<file path="config.mk">
export PLATFORM = sky130hd
export DESIGN_NAME = coin_acceptor
export DESIGN_NICKNAME = d
export VERILOG_FILES = /design/src/rtl/coin_acceptor.sv
export SDC_FILE = /design/constraint.sdc
export NUM_CORES = 1
export LEC_CHECK = 0
export CAP_MARGIN = 40
export CORE_ASPECT_RATIO = 1.5
export CORE_MARGIN = 2
export CORE_UTILIZATION = 38
export CTS_CLUSTER_SIZE = 8
export DETAILED_ROUTE_END_ITERATION = 7
export GPL_TIMING_DRIVEN = 0
export SYNTH_ARGS = -nofsm -noshare
export SYNTH_HDL_FRONTEND = slang
export SYNTH_SLANG_ARGS = --single-unit
</file>
<file path="constraint.sdc">
create_clock -name i_clk -period 5.7 [get_ports i_clk]
set_input_delay 1.14 -clock i_clk [delete_from_list [all_inputs] [get_ports i_clk]]
set_output_delay 1.14 -clock i_clk [all_outputs]
set_load 0.01 [all_outputs]
</file>
<file path="src/rtl/coin_acceptor.sv">
// Coin-sensor front end: sync + debounce per line, single-coin validation, coin FIFO and paced
// one-cycle pulse outputs. Define COIN_ACCEPTOR_TOTAL_EN to add the saturating o_total_cents port.
`timescale 1ns/1ps
module coin_acceptor #(
   parameter int DEBOUNCE_CYC = 4,
   parameter int FIFO_DEPTH   = 4,
   parameter int GAP_CYC      = 1
) (
   input  logic                         i_clk,
   input  logic                         i_rst,
   input  logic                         i_nickel_raw,
   input  logic                         i_dime_raw,
   input  logic                         i_quarter_raw,
   output logic                         o_nickel,
   output logic                         o_dime,
   output logic                         o_quarter,
   output logic                         o_reject,
   output logic                         o_overflow,
   output logic [$clog2(FIFO_DEPTH):0]  o_level
`ifdef COIN_ACCEPTOR_TOTAL_EN
   ,
   output logic [9:0]                   o_total_cents
`endif
);
   localparam int AW = $clog2(FIFO_DEPTH);
   localparam int CW = $clog2(DEBOUNCE_CYC + 1);
   localparam int GW = (GAP_CYC < 1) ? 1 : $clog2(GAP_CYC + 1);
   localparam logic [CW-1:0] CNT_LAST   = CW'(DEBOUNCE_CYC - 1);
   localparam logic [AW:0]   FULL_LEVEL = (AW + 1)'(FIFO_DEPTH);

   typedef enum logic [1:0] {
      COIN_NONE    = 2'b00,
      COIN_NICKEL  = 2'b01,
      COIN_DIME    = 2'b10,
      COIN_QUARTER = 2'b11
   } coin_e;

   logic [2:0]    raw, sync_q1, sync_q2, filt, filt_d, rise;
   logic          jam, jam_q, pop, push_ok, drop;
   coin_e         push_code, head;
   coin_e         mem [FIFO_DEPTH];
   logic [AW:0]   wr_ptr, rd_ptr, level;
   logic [GW-1:0] gap;

   assign raw = {i_quarter_raw, i_dime_raw, i_nickel_raw};

   // NOTE: every clocked block uses non-blocking assignments so all flops sample pre-edge values.
   always_ff @(posedge i_clk or posedge i_rst) begin
      if (i_rst) begin
         sync_q1 <= '0;
         sync_q2 <= '0;
      end else begin
         sync_q1 <= raw;
         sync_q2 <= sync_q1;
      end
   end

   for (genvar l = 0; l < 3; l++) begin : g_line
      logic          state;
      logic [CW-1:0] cnt;
      always_ff @(posedge i_clk or posedge i_rst) begin
         if (i_rst) begin
            state <= 1'b0;
            cnt   <= '0;
         end else if (sync_q2[l] == state) begin
            cnt <= '0;
         end else if (cnt == CNT_LAST) begin
            state <= ~state;
            cnt   <= '0;
         end else begin
            cnt <= cnt + CW'(1);
         end
      end
      assign filt[l] = state;
   end

   assign rise = filt & ~filt_d;
   assign jam  = (rise[0] & rise[1]) | (rise[0] & rise[2]) | (rise[1] & rise[2]);

   // NOTE: combinational outputs get a default first so no path can infer a latch.
   always_comb begin
      push_code = COIN_NONE;
      case (rise)
         3'b001:  push_code = COIN_NICKEL;
         3'b010:  push_code = COIN_DIME;
         3'b100:  push_code = COIN_QUARTER;
         default: push_code = COIN_NONE;
      endcase
   end

   // Pop is decided from the registered level, so a full FIFO that is popping still accepts.
   assign level   = wr_ptr - rd_ptr;
   assign pop     = (level != '0) && (gap == '0);
   assign push_ok = (push_code != COIN_NONE) && ((level != FULL_LEVEL) || pop);
   assign drop    = (push_code != COIN_NONE) && (level == FULL_LEVEL) && !pop;
   assign head    = mem[rd_ptr[AW-1:0]];
   assign o_level = level;

   // NOTE: the storage array has no reset; pointers alone decide which entries are valid.
   always_ff @(posedge i_clk) begin
      if (push_ok) mem[wr_ptr[AW-1:0]] <= push_code;
   end

   always_ff @(posedge i_clk or posedge i_rst) begin
      if (i_rst) begin
         filt_d     <= '0;
         jam_q      <= 1'b0;
         o_reject   <= 1'b0;
         o_overflow <= 1'b0;
         o_nickel   <= 1'b0;
         o_dime     <= 1'b0;
         o_quarter  <= 1'b0;
         wr_ptr     <= '0;
         rd_ptr     <= '0;
         gap        <= '0;
      end else begin
         filt_d    <= filt;
         jam_q     <= jam;
         o_reject  <= jam_q;
         o_nickel  <= pop && (head == COIN_NICKEL);
         o_dime    <= pop && (head == COIN_DIME);
         o_quarter <= pop && (head == COIN_QUARTER);
         if (drop)    o_overflow <= 1'b1;
         if (push_ok) wr_ptr <= wr_ptr + 1'b1;
         if (pop) begin
            rd_ptr <= rd_ptr + 1'b1;
            gap    <= GW'(GAP_CYC);
         end else if (gap != '0) begin
            gap <= gap - 1'b1;
         end
      end
   end

`ifdef COIN_ACCEPTOR_TOTAL_EN
   logic [10:0] coin_cents, total_sum;

   always_comb begin
      coin_cents = 11'd0;
      case (head)
         COIN_NICKEL:  coin_cents = 11'd5;
         COIN_DIME:    coin_cents = 11'd10;
         COIN_QUARTER: coin_cents = 11'd25;
         default:      coin_cents = 11'd0;
      endcase
   end

   assign total_sum = {1'b0, o_total_cents} + coin_cents;

   always_ff @(posedge i_clk or posedge i_rst) begin
      if (i_rst)    o_total_cents <= '0;
      else if (pop) o_total_cents <= (total_sum > 11'd1023) ? 10'd1023 : total_sum[9:0];
   end
`endif

endmodule

</file>
Yosys cells after proc, flatten, opt, wreduce, memory -nomap -nowiden
Memory sizes are Yosys's and may differ from the RTL's. Cells that the tools add are included.

Memories: 1. Bits in writable memories: 8. Word-level logic and storage cells: 79. Bits of input ports: 5. Output and inout bits: 8. Bits in registers: 34.

Memory list: mem (words 4, width 2, read ports 1, clocked after memory_dff 0, write ports 1, RTL line 41) `coin_e mem [FIFO_DEPTH];`.

$add $sub $neg: 7. Reduce and logical (&&, ||, !) cells: 14. Eq/ne operators: 14. Mux-type cells: 11. Bitwise gates (word level): 14.

Operators with widths (number): 3-bit two-way mux (6); 3-bit by 1-bit adder with 3-bit output (second input constant) (5); 3-bit by 2-bit equality test with 1-bit output (second input constant) (4); 1-bit logical AND (7); 1-bit inverter (7); 3-bit equality test (second input constant) (2); 2-bit case mux with 3 select lines (1); 2-bit AND reduction (3); 2-bit equality test (second input constant) (2); 1-bit two-way mux (4); 1-bit bitwise AND (3); 3-bit bitwise AND (1); 1-bit equality test (3); 3-bit by 1-bit equality test with 1-bit output (second input constant) (1); 3-bit != test (second input constant) (1); 3-bit inverter (1); 3-bit nonzero test (1); 3-bit subtractor (1); 2-bit by 1-bit equality test with 1-bit output (second input constant) (1); 1-bit OR (2); 2-bit nonzero test (1); 1-bit zero test (1); 1-bit logical OR (1); 1-bit subtractor (second input constant) (1).

Logic depth before layout (Yosys ltp)
Word-level depth: 8. Gate-level depth with buffers: 8. Depth with buffers taken out: 7.

Least setup slack after synthesis
No wires, ideal clock.

Path type: flip-flop to output port. From: register wr_ptr[0]. To: output port o_level[2]. Data arrival time: 1.346 ns. Required time: 4.560 ns. Path buffers: 0. Path slack: 3.214 ns. Cell stages (with the launch flop): 5. Cells stage by stage: dfrtp_1 > inv_1 > ha_1 > fa_1 > xor3_2.

Cells in the longest elaborated chain, start to end: 1.

Ends and longest elaborated chain: from (decl) (RTL line 42) `logic [AW:0] wr_ptr, rd_ptr, level;`; from (signal assigned) (RTL line 124) `if (push_ok) wr_ptr <= wr_ptr + 1'b1;`; 3-bit subtractor (RTL line 92) `assign level = wr_ptr - rd_ptr;`; to (decl) (RTL line 19) `output logic [$clog2(FIFO_DEPTH):0] o_level`.

Every way passes these cells.

Final worst setup path
Ends and elaborated chain as after synthesis.

==> key figures <==
Outcome
  • Outcome: finished clean

Die
  • Die extent in x: 60.2 µm
  • Initial Util: 39.6%
  • Core area: 4540 µm²
  • Placement Rows: 30
  • Total Die Area: 5320 µm²
  • Die height: 88.3 µm
  • I/O pin count: 13

Placed design
  • Gpl congestion: 0.765
  • Post-DP HPWL: 2120 µm
  • Port Buffers: 12

Clocking
  • Root buf cell: clkbuf_8
  • Clock Path Buffers: 2
  • CTS resizes: 0
  • Clock latency on the worst-skew pair: 0.29 ns
  • CTS clock-pin slew for the worst setup and hold paths: 0.07 ns
  • TritonCTS clock tree: yes
  • Post-CTS setup buffers: 0
  • Clk sinks: 42
  • Number of hold buffers added after CTS: 0
  • CTS H-tree depth: 2
  • CTS buffer count: 5

Timing
  • RSZ-0062 raised after global routing: false
  • Setup violations, final: 0
  • Max-slew violations: 0
  • Worst-margin pin slew: 0.793 ns
  • Crit path time final: 3.46 ns
  • Final hold viol count: 0
  • Rel. slew slack: 47.1%
  • Setup TNS: 0 ns
  • Clk_skew: 0.00611 ns
  • F_max: 0.289 GHz
  • Final critical-path share of the clock period: 60.7%

Finish
  • Area growth syn-to-layout: 17.1%
  • Layout net count: 165
  • ANT cells: 0
  • Filler instances: 408
  • Layout cells sized above 1: 10.6%

Critical path
  • CP max FO: 7
  • Worst path max stage delay: 0.54 ns
  • RR Endpoint: mem[0][1]$_DFFE_PP_
  • Worst R2R Setup Slack: 3.19 ns
  • CP Capture Type: output pin
  • R2R cell count: 7
  • Crit path max-delay cell type: clkdlybuf4s50_1
  • Startpoint Class: register
  • Worst EP required: 4.56 ns
  • WS Path Type: register to output pin
  • RR Startpoint: wr_ptr[0]$_DFFE_PP0P_
  • Crit-path cells: inv_1 -> ha_1 -> fa_1 -> xor3_2 -> clkdlybuf4s50_1
  • Data arrival, critical path: 2.32 ns

GRT
  • Global-route wire length before repair: 4640 µm
  • Vias in the first global route: 1,070
  • Initial antenna violation count: 0
  • All-Layer GR Usage: 12.0%
  • Overflow after GRT: 0
  • Largest net degree at the start of global routing: 20

Route
  • Pre-antenna DRT Iters: 4
  • Iter 0 DRT Violations: 46
  • Average wire per standard cell: 13.0 µm
  • Vias per inst: 4.84
  • Drc violations: 0
  • Routed Antenna Nets: 0
  • DR vias: 1,040
  • Total Wirelength: 2790 µm

Pwr
  • Leak: 0.909 nW
  • Overall power: 1.24 mW
  • PD cells: 589 nW/µm²
  • Peak supply drop: 0.000215 V

Min path
  • Hold-critical path depth: 0
  • Hold WC Path Type: register to register
  • Hold Path End: o_reject$_DFF_PP0_
  • HP Start: jam_q$_DFF_PP0_

Synth
  • Yosys reg bits: 42
  • Sequential area share after synthesis: 60.6%
  • Yosys cell types: 32
  • Post-synth net total: 145
  • Avg Cell Area, Syn: 13.8 µm²
  • Post-Synthesis Cell Area: 1800 µm²
  • YS warnings: 0
  • Gate Count Post-Synth: 130

Run
  • Max-cap violations: 0
state kept, by name, indices dropped and copies added, names as in the netlist, 3 cells and up:
name / flops
g_line.state: 3
rd_ptr: 3
mem: 8
sync_q2: 3
wr_ptr: 3
g_line.cnt: 9
filt_d: 3
sync_q1: 3
cell usage in the layout, fill, tap and decap left out, types with 4 or more instances in the layout:
cell	Yosys	routed
clkbuf_1	4	7
clkbuf_8	0	5
clkdlybuf4s50_1	0	12
dfrtp_1	34	34
edfxtp_1	8	8
ha_1	9	9
inv_1	7	7
mux2_2	4	4
nand2_1	5	5
nor2_1	6	6
nor2b_1	7	7
nor3_1	4	4
nor3b_1	9	9
xnor2_1	7	7
Yosys cell counts (all sizes together):
library cell / count / share of area (%)
dfrtp: 34 / 47
ha: 9 / 6.3
nor3b: 9 / 3.8
edfxtp: 8 / 13
inv: 7 / 1.5
nor2b: 7 / 2.4
xnor2: 7 / 3.4
nor2: 6 / 1.3
nand2: 5 / 1.0
clkbuf: 4 / 0.83
mux2: 4 / 2.5
nor3: 4 / 1.1
nand4: 3 / 1.0
a221oi: 2 / 0.97
mux4: 2 / 2.5
o211a: 2 / 1.1
o211ai: 2 / 0.83
and3: 1 / 0.35
and3b: 1 / 0.49
and4: 1 / 0.63
buf: 1 / 0.63
fa: 1 / 1.1
maj3: 1 / 0.56
o21a: 1 / 0.42
o21bai: 1 / 0.42
o311ai: 1 / 0.49
o31a: 1 / 0.49
or3b: 1 / 0.49
or4: 1 / 0.42
or4b: 1 / 0.56
xor2: 1 / 0.49
xor3: 1 / 1.4
kinds of logic after synthesis:
kind of cell	after synthesis	synth area share, %
buffers and inverters	12	2.92
AOI/OAI and AO/OA	10	4.73
and+or+nand+nor	40	13.6
DFF	42	60.6
adders and majority gates	11	7.92
xor gates and xnor gates	9	5.28
muxes	6	5.00
per-stage QoR:
step | worst slack (ns) | instance area [µm²] | hold WS [ns] | cells | utilization [%]
2_1_floorplan | 3.21 | 1800 | 0.331 | 130 | -
3_3_place_gp | 2.60 | 2000 | 0.331 | 206 | 44.0
3_5_place_dp | 2.56 | 2030 | 0.337 | 207 | 44.7
4_1_cts | 2.25 | 2110 | 0.354 | 215 | 46.4
5_1_grt | 2.15 | 2110 | 0.362 | 215 | 46.4
6_report | 2.24 | 2110 | 0.351 | 215 | 46.4
worst max-delay path: cells and delay by family (launching register included):
family	cells	cell delay, ns
XOR/XNOR	1	0.26
adder cells (fa/ha/maj)	2	0.60
flip-flops	1	0.48
buffers and inverters	2	0.69
worst max-delay path by stage:
stage	start	to	slack (ns)
2_1_floorplan	wr_ptr[0]$_DFFE_PP0P_	o_level[2]	3.21
5_1_grt	wr_ptr[0]$_DFFE_PP0P_	o_level[2]	2.15
3_3_place_gp	wr_ptr[0]$_DFFE_PP0P_	o_level[2]	2.60
6_report	wr_ptr[0]$_DFFE_PP0P_	o_level[2]	2.24
4_1_cts	wr_ptr[0]$_DFFE_PP0P_	o_level[2]	2.25
3_5_place_dp	wr_ptr[0]$_DFFE_PP0P_	o_level[2]	2.56
metal layers:
| metal | wire length (µm) | vias up | GRT usage (%) |
|---|---|---|---|
| met1 | 1110 | 520 | 12.4 |
| met2 | 1520 | 17 | 21.2 |
| met4 | 68 | 0 | 6.06 |
| met3 | 92 | 6 | 3.51 |
| met5 | 0 | - | 0 |
| li1 | - | 497 | - |
power by group:
group	switching [mW]	internal, mW	total [mW]
clock	0.0878	0.0869	0.175
sequential	0.0683	0.431	0.500
combinational	0.281	0.287	0.568
total	0.437	0.805	1.24
cell type report:
cell class                 instances  area [µm²]  area share, %
sequential                        42        1090           51.8
multi-input combinational         76         657           31.2
timing repair buffer              13         148           7.00
clock buffer                       8        80.1           3.80
tap                               64        80.1           3.80
buffer                             5        26.3           1.25
inverter                           7        26.3           1.25
No activity file was read; power rests on OpenSTA's default activity.
